[config.mk]
export PLATFORM = sky130hd
export DESIGN_NAME = cr_kme_fifo_arb
export DESIGN_NICKNAME = d
export VERILOG_FILES = /design/src/rtl/cr_kme_fifo_arb_pkg.sv /design/src/rtl/cr_kme_rr_pick.sv /design/src/rtl/cr_kme_fifo_arb.sv
export SDC_FILE = /design/constraint.sdc
export NUM_CORES = 1
export LEC_CHECK = 0
export ABC_AREA = 1
export BUFFER_PORTS_ARGS = -buffer_cell sky130_fd_sc_hd__buf_2
export CAP_MARGIN = 20
export CORE_MARGIN = 4
export CORE_UTILIZATION = 35
export CTS_BUF_LIST = sky130_fd_sc_hd__clkbuf_16
export CTS_CLUSTER_SIZE = 28
export DETAILED_ROUTE_END_ITERATION = 16
export MAX_ROUTING_LAYER = met4
export PLACE_DENSITY = 0.77
export SLEW_MARGIN = 20
export SYNTH_ARGS = -nofsm -noshare
export SYNTH_HDL_FRONTEND = slang
export SYNTH_SLANG_ARGS = --single-unit
[constraint.sdc]
create_clock -name clk -period 3.25 [get_ports clk]
set_clock_uncertainty 0.1 [all_clocks]
set_input_delay 0.975 -clock clk [delete_from_list [all_inputs] [get_ports clk]]
set_output_delay 0.975 -clock clk [all_outputs]
set_load 0.05 [all_outputs]
[src/rtl/cr_kme_fifo_arb_pkg.sv]
// ---------------------------------------------------------------------------
// cr_kme_fifo_arb_pkg
//   Shared types and helpers for the cr_kme FIFO write-port arbiter.
//   - arb_state_e : arbiter FSM state (IDLE / LOCKED)
//   - calc_req_w  : index width for a requester count (min 1 bit)
//   - rr_next     : round-robin successor with explicit wrap, so that
//                   non-power-of-two requester counts wrap correctly
// ---------------------------------------------------------------------------
package cr_kme_fifo_arb_pkg;

  typedef enum logic {
    IDLE   = 1'b0,
    LOCKED = 1'b1
  } arb_state_e;

  // Width of the stall/idle counter that feeds the lock timeout.
  localparam int IDLE_CNT_W = 16;

  function automatic int calc_req_w(input int n);
    return (n > 1) ? $clog2(n) : 1;
  endfunction

  // Successor of ptr in 0..n-1. Compare-and-reset instead of truncation,
  // because n need not be a power of two.
  function automatic int rr_next(input int ptr, input int n);
    return (ptr >= n - 1) ? 0 : ptr + 1;
  endfunction

endpackage

[src/rtl/cr_kme_rr_pick.sv]
// ---------------------------------------------------------------------------
// cr_kme_rr_pick
//   Purely combinational rotate-priority picker. Finds the first asserted
//   request starting at rr_ptr and searching upward, wrapping at NUM_REQ.
//
//   Ports
//     req    : in  [NUM_REQ-1:0] request vector
//     rr_ptr : in  [REQ_W-1:0]   highest-priority index this cycle
//     found  : out               at least one request asserted
//     idx    : out [REQ_W-1:0]   winning index (rr_ptr when none found)
// ---------------------------------------------------------------------------
module cr_kme_rr_pick
  import cr_kme_fifo_arb_pkg::*;
#(
  parameter  int NUM_REQ = 4,
  localparam int REQ_W   = calc_req_w(NUM_REQ)
) (
  input  logic [NUM_REQ-1:0] req,
  input  logic [REQ_W-1:0]   rr_ptr,
  output logic               found,
  output logic [REQ_W-1:0]   idx
);

  // Scan from the lowest priority offset to the highest so that the
  // nearest request after rr_ptr overwrites every farther one.
  always_comb begin
    int               cand;
    logic [REQ_W-1:0] cidx;
    cand  = 0;
    cidx  = '0;
    found = 1'b0;
    idx   = rr_ptr;
    for (int k = NUM_REQ - 1; k >= 0; k--) begin
      cand = int'(rr_ptr) + k;
      if (cand >= NUM_REQ) cand = cand - NUM_REQ;
      cidx = REQ_W'(cand);
      if (req[cidx]) begin
        found = 1'b1;
        idx   = cidx;
      end
    end
  end

endmodule

[src/rtl/cr_kme_fifo_arb.sv]
// ---------------------------------------------------------------------------
// cr_kme_fifo_arb
//   Packet-locking round-robin arbiter sharing the single cr_kme_fifo write
//   port among NUM_REQ requesters. Once a multi-beat packet starts, the
//   grant stays with its owner until the last beat so packets never
//   interleave in the FIFO. The FIFO stall is honoured combinationally, so
//   no write is ever issued into a full FIFO. An owner that leaves its
//   packet idle for LOCK_TIMEOUT consecutive cycles raises a sticky error;
//   the lock itself is kept, recovery is by reset.
//
//   Ports
//     clk, rst_n       : clock, asynchronous active-low reset
//     req_valid        : in  [NUM_REQ-1:0]           beat valid per requester
//     req_data         : in  [NUM_REQ*DATA_SIZE-1:0] requester i at [i*DATA_SIZE +: DATA_SIZE]
//     req_last         : in  [NUM_REQ-1:0]           final beat of packet
//     req_ack          : out [NUM_REQ-1:0]           beat accepted (one-hot or zero)
//     fifo_in          : out [DATA_SIZE-1:0]         beat to FIFO (zero when no winner)
//     fifo_in_valid    : out                         FIFO write enable
//     fifo_in_stall    : in                          FIFO has no free slot
//     grant_id         : out [REQ_W-1:0]             owner, or IDLE candidate / rr_ptr
//     locked           : out                         arbiter holds a packet lock
//     err_lock_timeout : out                         sticky owner-idle timeout
// ---------------------------------------------------------------------------
module cr_kme_fifo_arb
  import cr_kme_fifo_arb_pkg::*;
#(
  parameter  int NUM_REQ      = 4,
  parameter  int DATA_SIZE    = 34,
  parameter  int LOCK_TIMEOUT = 255,
  localparam int REQ_W        = calc_req_w(NUM_REQ)
) (
  input  logic                         clk,
  input  logic                         rst_n,
  input  logic [NUM_REQ-1:0]           req_valid,
  input  logic [NUM_REQ*DATA_SIZE-1:0] req_data,
  input  logic [NUM_REQ-1:0]           req_last,
  output logic [NUM_REQ-1:0]           req_ack,
  output logic [DATA_SIZE-1:0]         fifo_in,
  output logic                         fifo_in_valid,
  input  logic                         fifo_in_stall,
  output logic [REQ_W-1:0]             grant_id,
  output logic                         locked,
  output logic                         err_lock_timeout
);

  localparam logic [IDLE_CNT_W-1:0] TIMEOUT_VAL  = IDLE_CNT_W'(LOCK_TIMEOUT);
  localparam logic [IDLE_CNT_W-1:0] IDLE_CNT_MAX = '1;

  arb_state_e              state;
  logic [REQ_W-1:0]        rr_ptr;
  logic [REQ_W-1:0]        owner;
  logic [IDLE_CNT_W-1:0]   idle_cnt;
  logic [IDLE_CNT_W-1:0]   idle_cnt_nxt;

  logic                    pick_found;
  logic [REQ_W-1:0]        pick_idx;
  logic                    win_found;
  logic [REQ_W-1:0]        win_idx;
  logic                    win_last;
  logic [REQ_W-1:0]        rr_after_win;
  logic [DATA_SIZE-1:0]    beat [NUM_REQ];

  cr_kme_rr_pick #(
    .NUM_REQ (NUM_REQ)
  ) u_pick (
    .req    (req_valid),
    .rr_ptr (rr_ptr),
    .found  (pick_found),
    .idx    (pick_idx)
  );

  always_comb begin
    for (int i = 0; i < NUM_REQ; i++) begin
      beat[i] = req_data[i*DATA_SIZE +: DATA_SIZE];
    end
  end

  // Winner: the owner while locked (nobody else is considered), otherwise
  // the rotate-priority pick. The pick index falls back to rr_ptr when no
  // request is present, which is also what grant_id reports.
  always_comb begin
    if (state == LOCKED) begin
      win_found = 1'b1;
      win_idx   = owner;
    end else begin
      win_found = pick_found;
      win_idx   = pick_idx;
    end
  end

  always_comb begin
    fifo_in_valid = win_found & req_valid[win_idx] & ~fifo_in_stall;
    req_ack       = '0;
    if (fifo_in_valid) req_ack[win_idx] = 1'b1;
    fifo_in       = win_found ? beat[win_idx] : '0;
    win_last      = req_last[win_idx];
    rr_after_win  = REQ_W'(rr_next(int'(win_idx), NUM_REQ));
    grant_id      = win_idx;
  end

  // Owner-idle counter: only cycles where the owner has nothing to offer
  // count. A stalled-but-valid owner is waiting on the FIFO, not idle.
  always_comb begin
    idle_cnt_nxt = '0;
    if (state == LOCKED && !req_valid[owner]) begin
      idle_cnt_nxt = (idle_cnt == IDLE_CNT_MAX) ? idle_cnt : idle_cnt + 1'b1;
    end
  end

  always_ff @(posedge clk or negedge rst_n) begin
    if (!rst_n) begin
      state            <= IDLE;
      rr_ptr           <= '0;
      owner            <= '0;
      idle_cnt         <= '0;
      err_lock_timeout <= 1'b0;
    end else begin
      idle_cnt <= idle_cnt_nxt;
      // Sticky; the lock is deliberately not broken on timeout.
      if (idle_cnt_nxt >= TIMEOUT_VAL) err_lock_timeout <= 1'b1;
      case (state)
        IDLE: begin
          if (fifo_in_valid) begin
            if (win_last) begin
              rr_ptr <= rr_after_win;
            end else begin
              state <= LOCKED;
              owner <= win_idx;
            end
          end
        end
        LOCKED: begin
          if (fifo_in_valid && win_last) begin
            state  <= IDLE;
            rr_ptr <= rr_after_win;
          end
        end
        default: state <= IDLE;
      endcase
    end
  end

  assign locked = (state == LOCKED);

endmodule

==> qor.yml <==
status: "finished, violations left"
failed_checks: "negative setup slack"
totalWireLength_um: 14400
whs_ps: 398
r2r_slack_ps: 510
setup_violations: 41
drc: 0
vias_per_cell: 5.33
first_iter_violations: 185
crit_arrival_ps: 2870
ys_seq_area_share_pct: 19.7
num_io_pins: 190
cts.sinks: 22
clk_path_buf_depth: 2
grt_max_degree: 25
numCtsBuffers: 3
end_kind: "output pin"
drv_cap: 0
cp-start-kind: "input port"
reg2regPathDepth: 20
dr.pass1.iters: 5
fmax_mhz: 254
tightestPinTransition_ps: 493
fill_cells: 530
synth.distinct_cells: 28
antenna_found_initial: 0
path_max_fanout: 7
hp-start: "err_lock_timeout"
min_period_ps: 3940
vias: 4479
syn-num-nets: 659
areaGrowthSynthToFinish_pct: 111
cts.clk_slew.worst_paths_ps: 60
cts_tree: "built"
die_area_um2: 9480
period_share_pct: 121
synth-seq-cells: 22
overflow: 0
io_buffers: 189
hold_buffers: 0
r2r_end: "owner[0]"
die_w_um: 97.4
tns_ps: -23490
grt_pass1_vias: 4476
crit_required_ps: 2170
worstHoldEndpoint: "err_lock_timeout"
grt_pass1_wl_um: 20900
syn_avg_cell_area_um2: 5.52
gp_congestion: 0.895
min_path_type: "register to register"
grt_use_total_pct: 27.2
rsz0062_at_grt: "yes"
yosys_warnings: 0
rows: 32
worst-setup-path-type: "input port to output pin"
antenna_cells: 0
initial_core_util_pct: 36.0
die_y_um: 97.4
synthCells: 507
layout.nets: 892
hold_viol: 0
worstReg2RegStart: "rr_ptr[0]"
ant_nets: 0
core-area_um2: 7770
relSlewSlack_pct: 67.2
finalMaxSlewViolations: 0
htree_levels: 1
synth_area_um2: 2800
fin_ws_ps: -695
holdPathStages: 2
wl_per_cell_um: 17.1
cts_root_buf: "clkbuf_16"
dp_hpwl_um: 9480
drive_gt1_share_pct: 60.4
clk_latency_ps: 250
[worst max path at each step]
stage / startpoint / end / slack (ps)
3_3_place_gp: req_valid[1] / fifo_in[32] / -830
5_1_grt: req_valid[1] / fifo_in[12] / -820
6_report: req_valid[1] / fifo_in[5] / -690
2_1_floorplan: req_valid[1] / req_ack[0] / -450
3_5_place_dp: req_valid[1] / fifo_in[32] / -910
4_1_cts: req_valid[1] / req_ack[3] / -570
[flip-flops by register name (all words and copies together), names as in the netlist, named ones only]
name / cells
rr_ptr: 2
err_lock_timeout: 1
owner: 2
idle_cnt: 16
[layout by cell type, fill, tap and decap left out, types with 2 or more instances in the layout]
cell and n:
o211ai_1 2, nor2_4 19, a21oi_1 7, clkbuf_16 6, inv_2 4, buf_4 43, nand2_2 12, o21ai_0 8
or2_2 2, a31oi_1 2, inv_12 2, o21ai_4 2, buf_6 40, xnor2_1 5, nand3_1 19, o21ai_2 59
buf_12 12, nor3_1 8, dfrtp_1 21, a21oi_4 34, nand3_2 5, nand2_4 3, nand2_1 51, nor2_1 107
o21ai_1 12, nor2_2 37, buf_16 4, ha_1 5, xor2_1 3, nand4_1 6, buf_2 144, inv_1 35
buf_8 9
[cells in the mapped netlist, drive strengths merged]
| master | instances | area, um^2 |
|---|---|---|
| buf | 16 | 114 |
| nor3 | 8 | 40.0 |
| xor2 | 3 | 26.3 |
| ha | 5 | 62.6 |
| nand3 | 25 | 148 |
| a211oi | 1 | 7.51 |
| dfrtp | 22 | 551 |
| clkbuf | 12 | 45.0 |
| o21ai | 81 | 405 |
| xnor2 | 5 | 43.8 |
| nor2 | 164 | 637 |
| or2 | 2 | 12.5 |
| inv | 44 | 165 |
| o211ai | 2 | 15.0 |
| a21oi | 42 | 210 |
| nand4 | 6 | 37.5 |
| a31oi | 2 | 12.5 |
| nand2 | 67 | 264 |
[cells by family after synthesis]
kind of cell    synth area share (%)
xor+xnor                        2.51
buf+inv                         11.6
flops                           19.7
compound gates                  23.3
fa+ha+maj                       2.24
simple gates                    40.7
[worst max-delay path, stage by stage]
cell	delay, ps
buf_12	90
inv_12	30
o21ai_4	210
a21oi_2	100
nand2_2	90
nand4_1	140
nand3_4	150
nand2_8	80
inv_12	80
buf_12	130
buf_16	130
nor2_1	40
nor2_1	180
o21ai_2	130
a21oi_4	130
buf_6	170
[layout make-up]
| class | count | area [um^2] | share of cell area [%] |
|---|---|---|---|
| clock buffers | 3 | 75.1 | 1.27 |
| well taps | 102 | 128 | 2.17 |
| flip-flops and latches | 22 | 552 | 9.36 |
| multi-input cells | 413 | 2850 | 48.4 |
| repair buffers | 256 | 2090 | 35.4 |
| inverters | 44 | 199 | 3.38 |
[per-stage QoR]
step	util, %	setup slack (ps)	area, um^2	cells
2_1_floorplan	-	-455	3280	507
3_3_place_gp	58.5	-833	4540	810
3_5_place_dp	58.5	-912	4540	810
4_1_cts	70.5	-571	5480	832
5_1_grt	75.9	-823	5890	840
6_report	75.9	-695	5890	840
[metal layers]
layer,global-route usage [%],vias to the layer above,part of all wire [%]
li1,-,2116,-
met1,31.4,2041,37
met2,47.3,247,51
met3,4.02,75,6.3
met4,10.8,0,6.0
met5,-,-,0
[repair_timing]
action,CTS,global route
resized for setup,245,91
pin swaps,40,59
gates cloned,5,3
buffers inserted,15,5
setup endpoints to repair,41,41
Power is left out: the tool's default activity adds up to more than one toggle a clock period on the data nets, which glitch-free logic cannot reach.
